`src/rtl/rglib_rotate_pipe_if.sv`:
```
// Handshake bundle for rglib_rotate_pipe: operand/op/amount in, result out.
interface rglib_rotate_pipe_if #(
  parameter int unsigned DATA_WIDTH = 32,
  parameter int unsigned GRANULE    = 1
) ();
  localparam int unsigned AMT_W = $clog2(DATA_WIDTH / GRANULE);

  logic                  in_valid;
  logic                  in_ready;
  logic [DATA_WIDTH-1:0] in_data;
  logic [AMT_W-1:0]      in_amt;
  logic [1:0]            in_op;
  logic                  out_valid;
  logic                  out_ready;
  logic [DATA_WIDTH-1:0] out_data;

  modport master (
    output in_valid, in_data, in_amt, in_op, out_ready,
    input  in_ready, out_valid, out_data
  );

  modport slave (
    input  in_valid, in_data, in_amt, in_op, out_ready,
    output in_ready, out_valid, out_data
  );
endinterface

```
`src/rtl/rglib_rotate_pipe.sv`:
```
// Pipelined granule rotator/shifter (ROR/ROL/SRL/SRA) with the log-depth mux
// tree spread over PIPE_STAGES registered stages and valid/ready flow control.
module rglib_rotate_pipe #(
  parameter int unsigned DATA_WIDTH  = 32,
  parameter int unsigned GRANULE     = 1,
  parameter int unsigned PIPE_STAGES = 1
) (
  input  logic               clk,
  input  logic               rst_n,
  input  logic               kill,
  rglib_rotate_pipe_if.slave bus
);
  localparam int unsigned AMT_W = $clog2(DATA_WIDTH / GRANULE);
  localparam int unsigned PS    = PIPE_STAGES;

  typedef enum logic [1:0] {
    OP_ROR = 2'b00,
    OP_ROL = 2'b01,
    OP_SRL = 2'b10,
    OP_SRA = 2'b11
  } op_e;

  logic [DATA_WIDTH-1:0] data_q   [PS];
  logic [DATA_WIDTH-1:0] data_d   [PS];
  logic [AMT_W-1:0]      amt_q    [PS];
  op_e                   op_q     [PS];
  logic [PS-1:0]         vld_q;

  logic [DATA_WIDTH-1:0] src_data [PS];
  logic [AMT_W-1:0]      src_amt  [PS];
  op_e                   src_op   [PS];
  logic [PS-1:0]         src_vld;
  logic [PS-1:0]         adv;

  function automatic int unsigned stage_of(input int unsigned j);
    return (j * PS) / AMT_W;
  endfunction

  function automatic logic [DATA_WIDTH-1:0] level(input logic [DATA_WIDTH-1:0] d,
                                                  input op_e op, input int unsigned sh);
    logic [DATA_WIDTH-1:0] ones;
    logic [DATA_WIDTH-1:0] res;
    ones = '1;
    case (op)
      OP_ROR:  res = (d >> sh) | (d << (DATA_WIDTH - sh));
      OP_ROL:  res = (d << sh) | (d >> (DATA_WIDTH - sh));
      OP_SRL:  res = d >> sh;
      default: res = (d >> sh) | (d[DATA_WIDTH-1] ? ~(ones >> sh) : '0);
    endcase
    return res;
  endfunction

  // Stage k consumes either the bus (k=0) or the previous stage's registers.
  always_comb begin
    src_data[0] = bus.in_data;
    src_amt[0]  = bus.in_amt;
    src_op[0]   = op_e'(bus.in_op);
    src_vld     = '0;
    src_vld[0]  = bus.in_valid;
    for (int unsigned k = 1; k < PS; k++) begin
      src_data[k] = data_q[k-1];
      src_amt[k]  = amt_q[k-1];
      src_op[k]   = op_q[k-1];
      src_vld[k]  = vld_q[k-1];
    end
  end

  always_comb begin
    logic [DATA_WIDTH-1:0] t;
    for (int unsigned k = 0; k < PS; k++) begin
      t = src_data[k];
      for (int unsigned j = 0; j < AMT_W; j++) begin
        if (stage_of(j) == k && src_amt[k][j]) begin
          t = level(t, src_op[k], GRANULE << j);
        end
      end
      data_d[k] = t;
    end
  end

  // Advance chain walks from the output back to stage 0 through a scalar so
  // each stage only depends on the one in front of it.
  always_comb begin
    logic nxt;
    nxt = bus.out_ready;
    adv = '0;
    for (int unsigned i = 0; i < PS; i++) begin
      adv[PS-1-i] = !vld_q[PS-1-i] || nxt;
      nxt         = adv[PS-1-i];
    end
  end

  assign bus.in_ready  = adv[0] | kill;
  assign bus.out_valid = vld_q[PS-1];
  assign bus.out_data  = data_q[PS-1];

  always_ff @(posedge clk or negedge rst_n) begin
    if (!rst_n) begin
      vld_q <= '0;
      for (int unsigned k = 0; k < PS; k++) begin
        data_q[k] <= '0;
        amt_q[k]  <= '0;
        op_q[k]   <= OP_ROR;
      end
    end else begin
      for (int unsigned k = 0; k < PS; k++) begin
        if (kill) begin
          vld_q[k] <= 1'b0;
        end else if (adv[k]) begin
          vld_q[k]  <= src_vld[k];
          data_q[k] <= data_d[k];
          amt_q[k]  <= src_amt[k];
          op_q[k]   <= src_op[k];
        end
      end
    end
  end
endmodule

```
`src/flat_wrapper.sv`:
```
// flat-port wrapper written by rule: the top's interface ports become plain ports
module rglib_rotate_pipe_flat 
#(
  parameter int unsigned DATA_WIDTH  = 32,
  parameter int unsigned GRANULE     = 1,
  parameter int unsigned PIPE_STAGES = 1
)
  (clk, rst_n, kill, bus_in_valid, bus_in_data, bus_in_amt, bus_in_op, bus_out_ready, bus_in_ready, bus_out_valid, bus_out_data);
  rglib_rotate_pipe_if #(.DATA_WIDTH(DATA_WIDTH), .GRANULE(GRANULE)) bus_i ();
  input  logic clk;
  input  logic rst_n;
  input  logic kill;
  input wire logic [$bits(bus_i.in_valid)-1:0] bus_in_valid;
  input wire logic [$bits(bus_i.in_data)-1:0] bus_in_data;
  input wire logic [$bits(bus_i.in_amt)-1:0] bus_in_amt;
  input wire logic [$bits(bus_i.in_op)-1:0] bus_in_op;
  input wire logic [$bits(bus_i.out_ready)-1:0] bus_out_ready;
  output wire logic [$bits(bus_i.in_ready)-1:0] bus_in_ready;
  output wire logic [$bits(bus_i.out_valid)-1:0] bus_out_valid;
  output wire logic [$bits(bus_i.out_data)-1:0] bus_out_data;
  assign bus_i.in_valid = bus_in_valid;
  assign bus_i.in_data = bus_in_data;
  assign bus_i.in_amt = bus_in_amt;
  assign bus_i.in_op = bus_in_op;
  assign bus_i.out_ready = bus_out_ready;
  assign bus_in_ready = bus_i.in_ready;
  assign bus_out_valid = bus_i.out_valid;
  assign bus_out_data = bus_i.out_data;
  rglib_rotate_pipe #(.DATA_WIDTH(DATA_WIDTH), .GRANULE(GRANULE), .PIPE_STAGES(PIPE_STAGES)) u_core (.clk(clk), .rst_n(rst_n), .kill(kill), .bus(bus_i));
endmodule
```
`config.mk`:
```
export PLATFORM = sky130hd
export DESIGN_NAME = rglib_rotate_pipe_flat
export DESIGN_NICKNAME = d
export VERILOG_FILES = /design/src/rtl/rglib_rotate_pipe_if.sv /design/src/rtl/rglib_rotate_pipe.sv /design/src/flat_wrapper.sv
export SDC_FILE = /design/constraint.sdc
export NUM_CORES = 1
export LEC_CHECK = 0
export ABC_CLOCK_PERIOD_IN_PS = 5640
export CELL_PAD_IN_SITES_DETAIL_PLACEMENT = 1
export CELL_PAD_IN_SITES_GLOBAL_PLACEMENT = 2
export CORE_AREA = 2 2 133 135
export DETAILED_ROUTE_END_ITERATION = 8
export DIE_AREA = 0 0 135 137
export PLACE_DENSITY_LB_ADDON = 0.1
export SLEW_MARGIN = 20
export SYNTH_ARGS = -nofsm -noshare
export SYNTH_HDL_FRONTEND = slang
export SYNTH_SLANG_ARGS = --single-unit
export TNS_END_PERCENT = 100
```
`constraint.sdc`:
```
create_clock -name clk -period 5.64 [get_ports clk]
set_clock_uncertainty 0.15 [all_clocks]
set_input_delay 0.564 -clock clk [delete_from_list [all_inputs] [get_ports clk]]
set_output_delay 0.564 -clock clk [all_outputs]
set_load 0.02 [all_outputs]
```
* After elaboration in Yosys (flattened, before gate mapping)
Index checks and enable logic that the tools add are counted.
Storage, ports and cells: word-level logic and storage cells 43, register bits 33, input bits 44, output and inout bits 34
Cells by class: reductions and logical operators 6, equal/unequal tests 2, muxes and demuxes 17, bitwise gates (word level) 16
Operator list (number):
- $pmux 32 s3 | 4
- $mux 32 | 10
- $or 16x32->32 | 2
- $or 24x32->32 | 2
- $or 28x32->32 | 2
- $or 30x32->32 | 2
- $or 31x32->32 | 2
- $pmux 32 s2 | 1
- $or 32x1->32 | 1
- $or 32x2->32 | 1
- $or 32x4->32 | 1
- $or 32x8->32 | 1
- $eq 2x1->1 const B | 1
- $eq 2x2->1 const B | 1
- $logic_not 2->1 | 1
- $mux 1 | 2
- $reduce_and 2->1 | 1
- $reduce_bool 2->1 | 1
- $reduce_or 2->1 | 1
- $logic_not 1->1 | 1
- $logic_or 1x1->1 | 1
- $not 1->1 | 1
- $or 1x1->1 | 1

* Logic depth before layout (Yosys ltp)
Gate-level depths: netlist of the first run.
depth in word-level cells 20, gate-level depth with buffers 12, gate-level depth less buffers 7

* Worst setup path before layout of the first run
OpenSTA, ideal clock, no wires.
kind input-to-reg, start in bus_in_amt[0], end reg u_core.data_q (netlist bit u_core.bus.out_data[25]), stages 10, arrival 2284 ps, setup slack 3065 ps, path buffers 3, data required time 5350 ps, library setup time 140 ps, cells stage by stage buf_4 buf_2 buf_4 mux2_2 o21ai_0 o32ai_1 a2bb2oi_1 o32ai_1 o32ai_1 a21oi_1
On the way: cells in the longest elaborated chain, start to end 17, elaborated cells between the ends (all ways) 24, classes of those cells mux: 13; bitwise: 11
RTL lines:
- from (decl) | RTL line flat_wrapper.sv:15 | input wire logic [$bits(bus_i.in_amt)-1:0] bus_in_amt;
- $mux 32 * | RTL line rglib_rotate_pipe.sv:73 | if (stage_of(j) == k && src_amt[k][j]) begin
- $mux 32 | RTL line rglib_rotate_pipe.sv:48 | default: res = (d >> sh) | (d[DATA_WIDTH-1] ? ~(ones >> sh) : '0);
- $or 30x32->32 | RTL line rglib_rotate_pipe.sv:48
- $pmux 32 s3 | RTL line rglib_rotate_pipe.sv:44 | case (op)
- $mux 32 * | RTL line rglib_rotate_pipe.sv:73
- $mux 32 | RTL line rglib_rotate_pipe.sv:48
- $or 28x32->32 | RTL line rglib_rotate_pipe.sv:48
- $pmux 32 s3 | RTL line rglib_rotate_pipe.sv:44
- $mux 32 * | RTL line rglib_rotate_pipe.sv:73
- $mux 32 | RTL line rglib_rotate_pipe.sv:48
- $or 24x32->32 | RTL line rglib_rotate_pipe.sv:48
- $pmux 32 s3 | RTL line rglib_rotate_pipe.sv:44
- $mux 32 * | RTL line rglib_rotate_pipe.sv:73
- $mux 32 | RTL line rglib_rotate_pipe.sv:48
- $or 16x32->32 | RTL line rglib_rotate_pipe.sv:48
- $pmux 32 s2 | RTL line rglib_rotate_pipe.sv:44
- $mux 32 * | RTL line rglib_rotate_pipe.sv:73
- to (signal, indexed assignment) | RTL line rglib_rotate_pipe.sv:111 | data_q[k] <= data_d[k];
- to (decl) | RTL line rglib_rotate_pipe.sv:23 | logic [DATA_WIDTH-1:0] data_q [PS];
Every way passes the cells marked *; elsewhere a longest branch is shown, timed or not. A chain may end at the register's enable or synchronous reset.

* Worst setup path after layout of the first run
start in bus_in_op[1], end reg u_core.data_q (netlist bit u_core.bus.out_data[27])
On the way: cells in the longest elaborated chain, start to end 19, elaborated cells between the ends (all ways) 29, classes of those cells eq/ne: 2; mux: 14; bitwise: 11; reduce/logical: 2
RTL lines:
- from (decl) | RTL line flat_wrapper.sv:16 | input wire logic [$bits(bus_i.in_op)-1:0] bus_in_op;
- $eq 2x2->1, or another cell as far along | RTL line rglib_rotate_pipe.sv:44
- $pmux 32 s3 | RTL line rglib_rotate_pipe.sv:44
- $mux 32 | RTL line rglib_rotate_pipe.sv:73
- $mux 32 | RTL line rglib_rotate_pipe.sv:48
- $or 30x32->32 | RTL line rglib_rotate_pipe.sv:48
- $pmux 32 s3 | RTL line rglib_rotate_pipe.sv:44
- $mux 32 | RTL line rglib_rotate_pipe.sv:73
- $mux 32 | RTL line rglib_rotate_pipe.sv:48
- [3 not listed]
- $mux 32 | RTL line rglib_rotate_pipe.sv:48
- $or 24x32->32 | RTL line rglib_rotate_pipe.sv:48
- $pmux 32 s3 | RTL line rglib_rotate_pipe.sv:44
- $mux 32 | RTL line rglib_rotate_pipe.sv:73
- $mux 32 | RTL line rglib_rotate_pipe.sv:48
- $or 16x32->32 | RTL line rglib_rotate_pipe.sv:48
- $pmux 32 s2 | RTL line rglib_rotate_pipe.sv:44
- $mux 32 * | RTL line rglib_rotate_pipe.sv:73
Marks and branches as above.

==> results by group, run 1 <==
Routing
  – 1st-iter DRT viols: 749
  – Routed WL: 30700 µm
  – Post-route ant nets: 0
  – DR WL/cell: 28.8 µm
  – Residual DRC: 0
  – DRT Pass-1 Iters: 5
  – Avg Vias per Cell: 6.89
  – Via count: 7339

Timing
  – Endpoints failing setup: 0
  – Slew @ Worst Pin: 0.972 ns
  – Final Max Tran Viols: 0
  – RSZ-0062 raised after global routing: no
  – Setup TNS Final: 0 ns
  – Tcrit/Tclk final: 73.7%
  – Slew HR: 35.0%
  – Maximum clock rate: 241 MHz
  – Final worst slack: 1.49 ns
  – Final hold vios: 0
  – Minimum clock period: 4.15 ns

Clock tree
  – Clock sinks: 33
  – CTS Buf Count: 5
  – Post-cts resize count: 0
  – # H-tree levels: 2
  – CTS Root Cell: clkbuf_16
  – TritonCTS clock tree: built
  – Clock buffer depth: 2
  – Clk Latency, worst-skew pair: 0.29 ns
  – Clock transition at the registers of the reported paths: 0.05 ns
  – Setup Buffers After CTS: 0
  – Cts hold-fix bufs: 0

Floorplan
  – Die W: 135 µm
  – Core area: 17100 µm²
  – Die Footprint: 18500 µm²
  – Std-Cell Rows: 48
  – IO Pins: 78
  – Die Ht: 137 µm
  – Initial core utilization: 34.5%

Setup path
  – CP endpoint kind: flip-flop
  – Worst Path Arrival: 4.20 ns
  – Startpoint Class: input port
  – CP max FO: 67
  – CP Class: in -> reg
  – Worst path required time: 5.68 ns

Synth
  – Syn nets: 865
  – Post-synthesis compound-gate area fraction: 42.9%
  – Synth Area in XOR/XNOR: 0%
  – Yosys warning total: 0
  – Most common flop cell mapped by yosys: dfrtp_1
  – Register area share after synthesis: 14.0%
  – Fraction of the mapped netlist area in simple logic gates: 24.6%
  – Distinct cells, synth: 79
  – FF+latch count, synth: 33
  – Fraction of registers with async set/reset: 100%
  – Syn avg cell area: 7.16 µm²
  – Main combinational cell family by area after synthesis: compound AO/OA/AOI/OAI gates
  – EDFF count, synth: 0
  – Fraction of the mapped netlist area in adder cells: 0%
  – Syn Inst Count: 821
  – Post-synthesis mux area share: 10.3%
  – Mapped Area: 5880 µm²

Global route
  – Total GRT Usage: 33.1%
  – Largest net degree at the start of global routing: 68
  – Vias in the first global route: 7107
  – Initial antenna violation count: 0
  – Total congestion overflow: 0
  – First-pass GRT wire length: 46100 µm

Cells and area
  – Fin area: 6820 µm²
  – NumNets Final: 883
  – Layout cells sized above 1: 9.40%
  – Layout area overhead: 16.0%
  – ANT cells: 0
  – Layout Cells excl Fill: 1065

Place
  – Final HPWL DP: 23200 µm
  – Placed cells: 1057
  – Post-placement cell area: 6650 µm²
  – Final GP Congestion: 1.01
  – Pre-CTS setup slack: 1.32 ns
  – IO buf count: 77

Pwr
  – Leak Pwr: 0.00245 µW
  – Worst VDD drop: 249 µV
  – P per Cell Area: 203 nW/µm²

Flow run
  – Max_cap viols: 0

Min path
  – Hold Path Class: reg -> reg

Run status
  – Status: completed
==> cell usage after synthesis (all sizes together) (8+ instances only) <==
cell type / n / area (µm²)
nand2: 84 / 320
a21oi: 76 / 380
nor2: 73 / 274
o21ai: 62 / 310
buf: 53 / 315
dfrtp: 33 / 826
a211oi: 32 / 240
nor3: 32 / 165
clkbuf: 31 / 116
o211ai: 28 / 210
o22ai: 24 / 150
nand3: 22 / 110
and3b: 19 / 166
o32ai: 16 / 155
mux4: 15 / 338
a221oi: 14 / 141
a31oi: 14 / 87.6
and2: 13 / 83.8
mux2: 13 / 146
inv: 12 / 45.0
mux2i: 12 / 120
nand2b: 12 / 75.1
nor2b: 12 / 82.6
o31ai: 11 / 82.6
a21o: 10 / 75.1
a32oi: 10 / 87.6
o221ai: 9 / 85.1
o311ai: 8 / 77.6
==> cell families (layout without fill, tap and decap cells) <==
family,after synthesis,in the layout
AND/OR/NAND/NOR,288,288
flip-flops,33,33
multiplexers,40,40
buffers and inverters,98,117
AO/OA/AOI/OAI,362,362
==> cell usage in the layout (no fill, tap or decap), drive strengths merged, types with 19 or more instances in the layout <==
cell           count
nor3              32
a21oi             76
and3b             19
nand3             22
o22ai             24
o21ai             62
clkdlybuf4s50     75
nand2             84
buf               20
nor2              73
a211oi            32
dfrtp             33
o211ai            28
==> layout make-up <==
| type | count | area [µm²] |
|---|---|---|
| Clock inverter | 1 | 30.0 |
| Fill cell | 2168 | 10200 |
| Multi-Input combinational cell | 690 | 4580 |
| Inverter | 14 | 52.6 |
| Clock buffer | 7 | 143 |
| Sequential cell | 33 | 826 |
| Tap cell | 225 | 282 |
| Timing Repair Buffer | 95 | 908 |
==> per-stage QoR <==
step | utilization [%] | hold slack, ns | total power (µW)
detailed placement | 39.0 | 0.321 | 1040
global route | 40.0 | 0.360 | 1450
floorplan | - | 0.118 | 742
CTS | 40.0 | 0.333 | 1370
finish | 40.0 | 0.329 | 1390
global placement | 39.0 | 0.323 | 1040
==> worst max-delay path, stage by stage <==
cell and delay [ns]:
clkdlybuf4s50_1 0.91, nand2b_4 0.72, buf_4 0.34, o311ai_0 0.17, o22ai_1 0.42, o32ai_1 0.17, o21ai_0 0.45, nand3_1 0.17
a221oi_2 0.23
==> report_power, final <==
group	switching (µW)	internal [µW]
registers	26.4	279
logic	473	280
clock network	106	221
total	606	781
==> flip-flops by register name (all words and copies together) (netlist names) <==
| name | cells |
|---|---|
| u_core.bus.out_data | 32 |
| u_core.bus.out_valid | 1 |
==> path summary, 6_finish.rpt <==
| check | startpoint | slack [ns] | end | depth (start not counted) |
|---|---|---|---|---|
| worst min register to register | u_core.bus.out_data[14] | 0.33 | u_core.bus.out_data[14] | 2 |
| worst max register to register | u_core.bus.out_valid | 3.24 | u_core.bus.out_data[1] | 5 |
| max in group asynchronous | rst_n | 4.50 | u_core.bus.out_valid | 2 |
| worst min-delay path | u_core.bus.out_data[14] | 0.33 | u_core.bus.out_data[14] | 2 |
| min in group asynchronous | rst_n | 0.53 | u_core.bus.out_data[3] | 2 |
| worst max-delay path | bus_in_op[1] | 1.49 | u_core.bus.out_data[27] | 9 |
==> metal layers <==
metal	wire length, µm	share of wire, %	global-route usage (%)
met5	0	0	0
met4	1210	4.0	13.5
met3	2310	7.5	5.33
met2	13800	45	52.9
met1	13400	44	44.5
(Power assumes the default switching activity.)
==> inputs of run 2 (changes only) <==
ABC_CLOCK_PERIOD_IN_PS = 4080   (was 5640)
CORE_AREA = 2 2 137 139   (was 2 2 133 135)
DIE_AREA = 0 0 139 141   (was 0 0 135 137)
clock period = 4.08 ns   (was 5.64 ns; I/O delays follow)
==> run 2 against run 1 <==
  * Final cell count grew 2.3%
  * Power is 36% higher
  * Routed wire length increased by 3.6%
  * Global-route usage down 1.2 points
  * Worst setup slack got worse by 1.1 ns
  * Cell area rose by 2.2%
  * Count of clock-buffer cells in the layout is the same
  * Utilization is 1.8 points lower
  * Sequential cell count unchanged
  * Via count increased by 1.0%
  * Largest power group unchanged
==> results by group, run 2 (synthesis gave the netlist of run 1 again) <==
Cells and area
  – Max reg flops: 32
  – ANT cells: 0
  – Final core occ: 38.2%
  – Commonest non-fill, non-tap cells in the layout: nand2_1 (82), a21oi_1 (76), clkdlybuf4s50_1 (74)
  – Fin area: 6980 µm²
  – NumNets Final: 898
  – Layout area overhead: 18.6%
  – Layout cells sized above 1: 11.1%
  – Commonest non-fill, non-tap cell in the layout: nand2_1

Timing
  – Minimum clock period: 3.72 ns
  – Tcrit/Tclk final: 91.2%
  – Endpoints failing setup: 0
  – Maximum clock rate: 269 MHz
  – Setup TNS Final: 0 ns
  – Final Max Tran Viols: 0
  – Slew @ Worst Pin: 1.08 ns
  – Final hold vios: 0
  – RSZ-0062 raised after global routing: no
  – Slew HR: 27.7%

Clock tree
  – Setup Buffers After CTS: 0
  – Clock buffer depth: 2
  – Clock transition at the registers of the reported paths: 0.05 ns
  – Cts hold-fix bufs: 0
  – CTS Buf Count: 5
  – TritonCTS clock tree: built
  – Post-cts resize count: 0
  – CTS Root Cell: clkbuf_16
  – # H-tree levels: 2
  – Clock sinks: 33
  – Clk Latency, worst-skew pair: 0.28 ns

Setup path
  – Worst path required time: 4.07 ns
  – CP max FO: 25
  – Worst Path Arrival: 3.71 ns
  – Startpoint Class: input port
  – CP Class: in -> reg
  – Crit path launch: bus_in_op[0]
  – Reg2reg start: u_core.bus.out_valid
  – Reg2Reg Depth: 6
  – Setup slack, reg-to-reg: 1.68 ns
  – CP endpoint kind: flip-flop
  – Critical R2R Capture: u_core.bus.out_data[20]

Flow run
  – Max_cap viols: 0

Run status
  – Status: completed

Global route
  – Initial antenna violation count: 0
  – Total congestion overflow: 0
  – Vias in the first global route: 7388
  – Total GRT Usage: 31.9%
  – First-pass GRT wire length: 48500 µm
  – Largest net degree at the start of global routing: 93

Floorplan
  – Std-Cell Rows: 50
  – Core area: 18300 µm²
  – Die W: 139 µm
  – Die Ht: 141 µm
  – Initial core utilization: 32.2%
  – IO Pins: 78
  – Die Footprint: 19600 µm²

Routing
  – 1st-iter DRT viols: 682
  – Post-route ant nets: 0
  – DRT Pass-1 Iters: 5
  – Routed WL: 31800 µm
  – Avg Vias per Cell: 6.81
  – Residual DRC: 0
  – Via count: 7414
  – DR WL/cell: 29.2 µm

Pwr
  – P per Cell Area: 270 nW/µm²
  – Leak Pwr: 0.00253 µW
  – Worst VDD drop: 297 µV

Place
  – IO buf count: 77
  – Final HPWL DP: 24000 µm
  – Post-placement cell area: 6820 µm²
  – Final GP Congestion: 0.964

Min path
  – Hold Path Class: in -> async
-- run 2: critical path, cell delays in order --
cell	delay (ns)
clkdlybuf4s50_1	0.60
nand2b_4	0.23
o311ai_0	0.83
o22ai_1	0.38
o32ai_1	0.62
o21ai_0	0.36
nand3_1	0.18
o211ai_1	0.09
-- run 2: how the worst max path moves through the flow --
stage                                         end  slack (ns)  cells after the start
final                     u_core.bus.out_data[11]        0.36                      8
after global routing      u_core.bus.out_data[27]        0.20                      8
after CTS                 u_core.bus.out_data[11]        0.43                      8
after global placement    u_core.bus.out_data[27]        0.25                      8
after floorplan           u_core.bus.out_data[25]        1.66                     10
after detailed placement  u_core.bus.out_data[11]        0.15                      8
-- run 2: cell type report --
cell class | instances | area, µm²
fill | 2231 | 11300
multi-input combinational | 690 | 4580
timing repair buffer | 110 | 1070
sequential | 33 | 826
tap | 234 | 293
clock buffer | 7 | 153
inverter | 14 | 52.6
clock inverter | 1 | 5.00
-- run 2: through the flow --
stage | total power, µW | std cells | hold WS, ns | worst slack (ns)
floorplan | 1030 | 821 | -0.0376 | 1.66
detailed placement | 1470 | 1081 | 0.338 | 0.151
global route | 1980 | 1089 | 0.0923 | 0.202
global placement | 1450 | 1081 | 0.319 | 0.254
finish | 1880 | 1089 | 0.0328 | 0.357
CTS | 1870 | 1089 | 0.0576 | 0.434
-- run 2: layer usage --
layer  part of all wire (%)  GRT usage [%]
met1                     44           42.9
met2                     46           52.7
met3                    6.1           3.87
met4                    3.6           12.1
met5                      0              0
-- run 2: power breakdown --
group | leakage, µW | switching [µW] | total (µW) | internal [µW]
logic | 0.00207 | 658 | 1060 | 404
clock network | 0.0000799 | 141 | 399 | 258
registers | 0.000387 | 33.4 | 420 | 386
==> variant 1 (config.mk and constraints of run 2) <==
`PIPE_STAGES` is set to 1 in 2 places; all go to 2.
--- a/src/rtl/rglib_rotate_pipe.sv
+++ b/src/rtl/rglib_rotate_pipe.sv
@@ -5,3 +5,3 @@
   parameter int unsigned GRANULE     = 1,
-  parameter int unsigned PIPE_STAGES = 1
+  parameter int unsigned PIPE_STAGES = 2
 ) (
--- a/src/flat_wrapper.sv
+++ b/src/flat_wrapper.sv
@@ -5,3 +5,3 @@
   parameter int unsigned GRANULE     = 1,
-  parameter int unsigned PIPE_STAGES = 1
+  parameter int unsigned PIPE_STAGES = 2
 )
Function: changed (Yosys sat finds a counterexample within 4 cycles, from zero or initial values and one cycle with rst_n low).
==> variant 1 against run 2 <==
Power grew 58%; die area stayed put; via count increased by 9.7%; non-clock buffer count is 11 lower; synthesized area up 23%; largest power group unchanged; cell area up 15%; worst setup slack improved by 0.94 ns; critical endpoint is now u_core.data_q[32]; routed wire length grew 1.2%; sequential cell count rose by 37.
==> variant 1: results (changes against run 2) <==
[setup_path]
reg2regPathDepth = 5  ; -1
reg2reg_to = u_core.bus.out_data[6]
crit_fanout = 13  ; -48%
critical_path.max_stage_delay_ns = 0.77  ; -0.06 ns
rrSetupSlack_ns = 1.32  ; -0.36 ns
r2r_start = u_core.op_q[3]

[placed_design]
post_dp_cell_area_um2 = 7732  ; +13%
place_hpwl_um = 23100  ; -3.7%
place.gp.congestion = 1.003  ; +4.0%

[global_routing]
grt_use_met2_pct = 54.99  ; +2.3 points
track_usage_pct = 32.50  ; +0.57 points
overflow = 0  ; unchanged
grt_pass1_wl_um = 49370  ; +1.8%
gr-usage-met3_pct = 4.586  ; +0.71 points
met1_usage_pct = 40.82  ; -2.1 points
grt_start_max_net_pins = 75  ; -19%
grt_pass1_vias = 8169  ; +11%

[synth]
ys_warn_count = 0  ; unchanged
synth_cell_types = 71  ; -10%
synth_commonest_cells = nand2_1 (187), nor2_1 (77), dfrtp_1 (70), o21ai_0 (51), a21oi_1 (47)
synth_area_leaders = dfrtp_1 (24%), nand2_1 (9.7%), mux2i_1 (5.1%)
synth-seq-area-share_pct = 24.20  ; +10 points

[clock_network]
cts_made_buffers = 9  ; +4
cts_max_level = 3  ; +1
clk_latency_ns = 0.35  ; +0.07 ns
cts.clk_slew.worst_paths_ns = 0.07  ; +0.02 ns

[final_layout]
final_area_um2 = 8045  ; +15%
fill_cells = 2242  ; +0.49%
fin_nets = 1008  ; +12%
layout-drive-gt1-share_pct = 7.430  ; -3.7 points

[routing]
firstDrtPassIters = 5  ; unchanged
wire_per_inst_um = 26.77  ; -8.4%
drtIter0Drc = 894  ; +31%
num_vias = 8135  ; +9.7%

[pwr]
power_leakage_nw = 3.153  ; +24%
ir_worst_vdd_mv = 0.1836  ; -38%
p_sw_share_pct = 41.48  ; -2.8 points

[sta]
tightest_slew_ns = 0.9856  ; -0.09497 ns

[hold_path]
hold_path.class = flop to flop

[status]
outcome = complete, no violations

variant 1: worst max-delay path by stage:
stage / start / endpoint / slack, ns / cells after the start
after floorplan: u_core.vld_q[1] / u_core.data_q[47] / 2.16 / 6
after global placement: bus_in_amt[0] / u_core.data_q[52] / 1.05 / 6
after detailed placement: bus_in_op[1] / u_core.data_q[32] / 1.05 / 7
after CTS: u_core.op_q[3] / u_core.bus.out_data[8] / 1.34 / 5
after global routing: u_core.op_q[3] / u_core.bus.out_data[6] / 1.04 / 5
final: bus_in_amt[2] / u_core.data_q[32] / 1.30 / 6
variant 1: per-layer routing:
metal	wire length, um	share of wire (%)	vias to the layer above
met5	0	0	-
met4	1676	5.2	0
met3	2419	7.5	98
met2	15250	47	405
met1	12860	40	4051
li1	-	-	3581
variant 1: kinds of logic (layout without fill, tap and decap cells):
| logic type | count (synthesis) | after routing | share of synthesized area (%) |
|---|---|---|---|
| AND/OR/NAND/NOR | 398 | 398 | 24.90 |
| AO/OA/AOI/OAI | 319 | 319 | 31.02 |
| buffers and inverters | 147 | 131 | 11.19 |
| flip-flops | 70 | 70 | 24.20 |
| multiplexers | 51 | 51 | 8.696 |
variant 1: power groups by stage:
stage | clock (W) | combinational (W) | sequential [W]
6_report | 0.000852 | 0.00112 | 0.000994
5_1_grt | 0.000884 | 0.00121 | 0.00101
4_1_cts | 0.000849 | 0.00112 | 0.000990
3_5_place_dp | 0 | 0.00111 | 0.00100
3_3_place_gp | 0 | 0.00109 | 0.000991
2_1_floorplan | 0 | 0.000815 | 0.000903
variant 1: through the flow:
| step | hold slack [ns] | worst slack, ns | instances |
|---|---|---|---|
| after floorplan | -0.03759 | 2.158 | 985 |
| after global placement | 0.3107 | 1.045 | 1186 |
| after detailed placement | 0.3237 | 1.054 | 1186 |
| after CTS | 0.3380 | 1.336 | 1203 |
| after global routing | 0.3765 | 1.035 | 1203 |
| final | 0.3310 | 1.301 | 1203 |
variant 1: worst max-delay path, delay by kind of cell:
kind,cells,cell delay (ns)
AOI/OAI and AO/OA,1,0.77
buffers and inverters,2,0.66
and+or+nand+nor,3,0.98
variant 1: timing repair:
action / in CTS / in global routing
gates resized for setup: 0 / 0
endpoints found under the setup margin: 0 / 0
endpoints found under the hold margin: 30 / 0
hold buffers: 1 / 0
variant 1: cell type report:
cell class / count / area share, %
Clock buffer: 10 / 2.846
Timing Repair Buffer: 99 / 11.82
Tap cell: 234 / 3.639
Sequential cell: 70 / 21.82
Clock inverter: 6 / 0.8865
Inverter: 16 / 0.7465
Multi-Input combinational cell: 768 / 58.24
==> variant 2 (flow settings as in run 2) <==
Made on the original files. Make the reset (`rst_n`) synchronous in one clocked block.
--- a/src/rtl/rglib_rotate_pipe.sv
+++ b/src/rtl/rglib_rotate_pipe.sv
@@ -96,3 +96,3 @@
 
-  always_ff @(posedge clk or negedge rst_n) begin
+  always_ff @(posedge clk) begin
     if (!rst_n) begin
Function: differs if rst_n is asserted again (counterexample within 4 cycles, from zero or initial values and one cycle with rst_n low); with rst_n held inactive, the same outputs for 4 cycles.
==> variant 2 against run 2 <==
Routed wire length fell by 13%; power decreased by 11%; worst setup slack better by 0.059 ns; sequential cell count stayed put; cell area increased by 1.6%; combinational power down 15%; non-clock buffer count rose by 16; synthesized area fell by 0.36%; critical endpoint is now u_core.data_q[0][18]; largest power group unchanged; highest routed layer unchanged.
==> variant 2: results (changes against run 2) <==
[synth]
synth_flop_cell = edfxtp_1
async_reset_ff_share_pct = 0  ; -100 points
synthCells = 745  ; -9.3%
synth_commonest_cells = a21oi_1 (70), nand2_1 (61), nor2_1 (59), o21ai_0 (42), clkbuf_1 (41)
synth-edff-count = 32  ; +32
synth_area_leaders = edfxtp_1 (16%), mux4_2 (10%), a21oi_1 (6.0%)
synthesis.nets = 789  ; -8.8%
synth-seq-area-share_pct = 16.74  ; +2.7 points
synth_cell_types = 78  ; -1.3%

[final_layout]
stdcell_count = 1032  ; -5.2%
layout-drive-gt1-share_pct = 14.29  ; +3.2 points
top_register = u_core.data_q
fill_cells = 2202  ; -1.3%
fin_nets = 841  ; -6.3%
antenna-diode-count = 0  ; unchanged

[global_routing]
grt_start_max_net_pins = 46  ; -51%
track_usage_pct = 27.80  ; -4.1 points
grt_pass1_vias = 6928  ; -6.2%
grt_pass1_wl_um = 42780  ; -12%

[status]
outcome = complete, no violations

[clock_network]
post_cts_buffers = 0  ; unchanged
cts_made_buffers = 5  ; unchanged
cts.clk_slew.worst_paths_ns = 0.05  ; about the same
cts_max_level = 2  ; unchanged

[pwr]
power_leakage_nw = 2.696  ; +6.4%
ir_worst_vdd_mv = 0.2188  ; -26%

[sta]
relSlewSlack_pct = 46.70  ; +19 points

[placed_design]
place.gp.congestion = 0.9628  ; about the same
post-place-ws_ns = 0.1935  ; +0.04288 ns
place_hpwl_um = 21290  ; -11%

[setup_path]
r2r_start = u_core.bus.out_valid
crit_arrival_ns = 3.66  ; -0.05 ns
crit_fanout = 23  ; -8.0%

[routing]
dr_wl_met2_um = 12540  ; -15%
drt_wl_total_um = 27610  ; -13%
viasPerCell = 6.586  ; -3.3%
drtIter0Drc = 576  ; -16%
met1_length_um = 12070  ; -14%
dr_wl_met3_um = 1706  ; -12%

[hold_path]
hold_path.startpoint = u_core.bus.out_valid
hold_path.class = flop to flop

[variant 2: worst max-delay path, cell delays in order]
cell and delay (ns):
clkdlybuf4s50_1 0.73, nor2b_4 0.35, buf_4 0.35, nor3_1 0.09, o32ai_1 0.59, buf_4 0.26
o21ai_0 0.14, a32o_1 0.33, nor3_1 0.21, o221a_2 0.21
[variant 2: cell families after synthesis]
family | share of synthesized area [%]
AOI/OAI and AO/OA | 38.44
buffers and inverters | 7.944
DFF | 16.74
muxes | 15.97
and+or+nand+nor | 20.91
[variant 2: metrics by stage]
stage | utilization (%) | instance area [um^2] | hold WS [ns]
after floorplan | - | 5859 | 0.3787
after global placement | 38.04 | 6949 | 0.4844
after detailed placement | 38.04 | 6949 | 0.5312
after CTS | 38.80 | 7088 | 0.5396
after global routing | 38.80 | 7088 | 0.6089
final | 38.80 | 7088 | 0.5250
[variant 2: power breakdown]
group / leakage, nW / internal [W] / switching, W
Combinational: 2.27 / 0.000355 / 0.000549
Clock: 0.0706 / 0.000223 / 0.000125
Sequential: 0.359 / 0.000407 / 0.00000754
[variant 2: worst paths after layout]
path | endpoint | slack, ns | depth (start not counted)
setup / recovery | u_core.data_q[0][18] | 0.42 | 10
hold / removal | u_core.bus.out_valid | 0.53 | 3
setup reg to reg | u_core.data_q[0][6] | 2.22 | 6
hold reg to reg | u_core.bus.out_valid | 0.53 | 3
[variant 2: layout make-up]
class	instances	area, um^2	share of cell area (%)
sequential	33	980.9	13.84
clock buffer	6	128.9	1.818
timing repair buffer	126	1156	16.31
inverter	24	90.09	1.271
multi-input combinational	607	4429	62.49
tap	234	292.8	4.131
clock inverter	2	10.01	0.1412
[variant 2: layer usage]
layer	track usage (%)	vias up
li1	-	3077
met1	37.24	3370
met2	44.62	285
met3	3.465	65
met4	13.40	0
met5	0	-
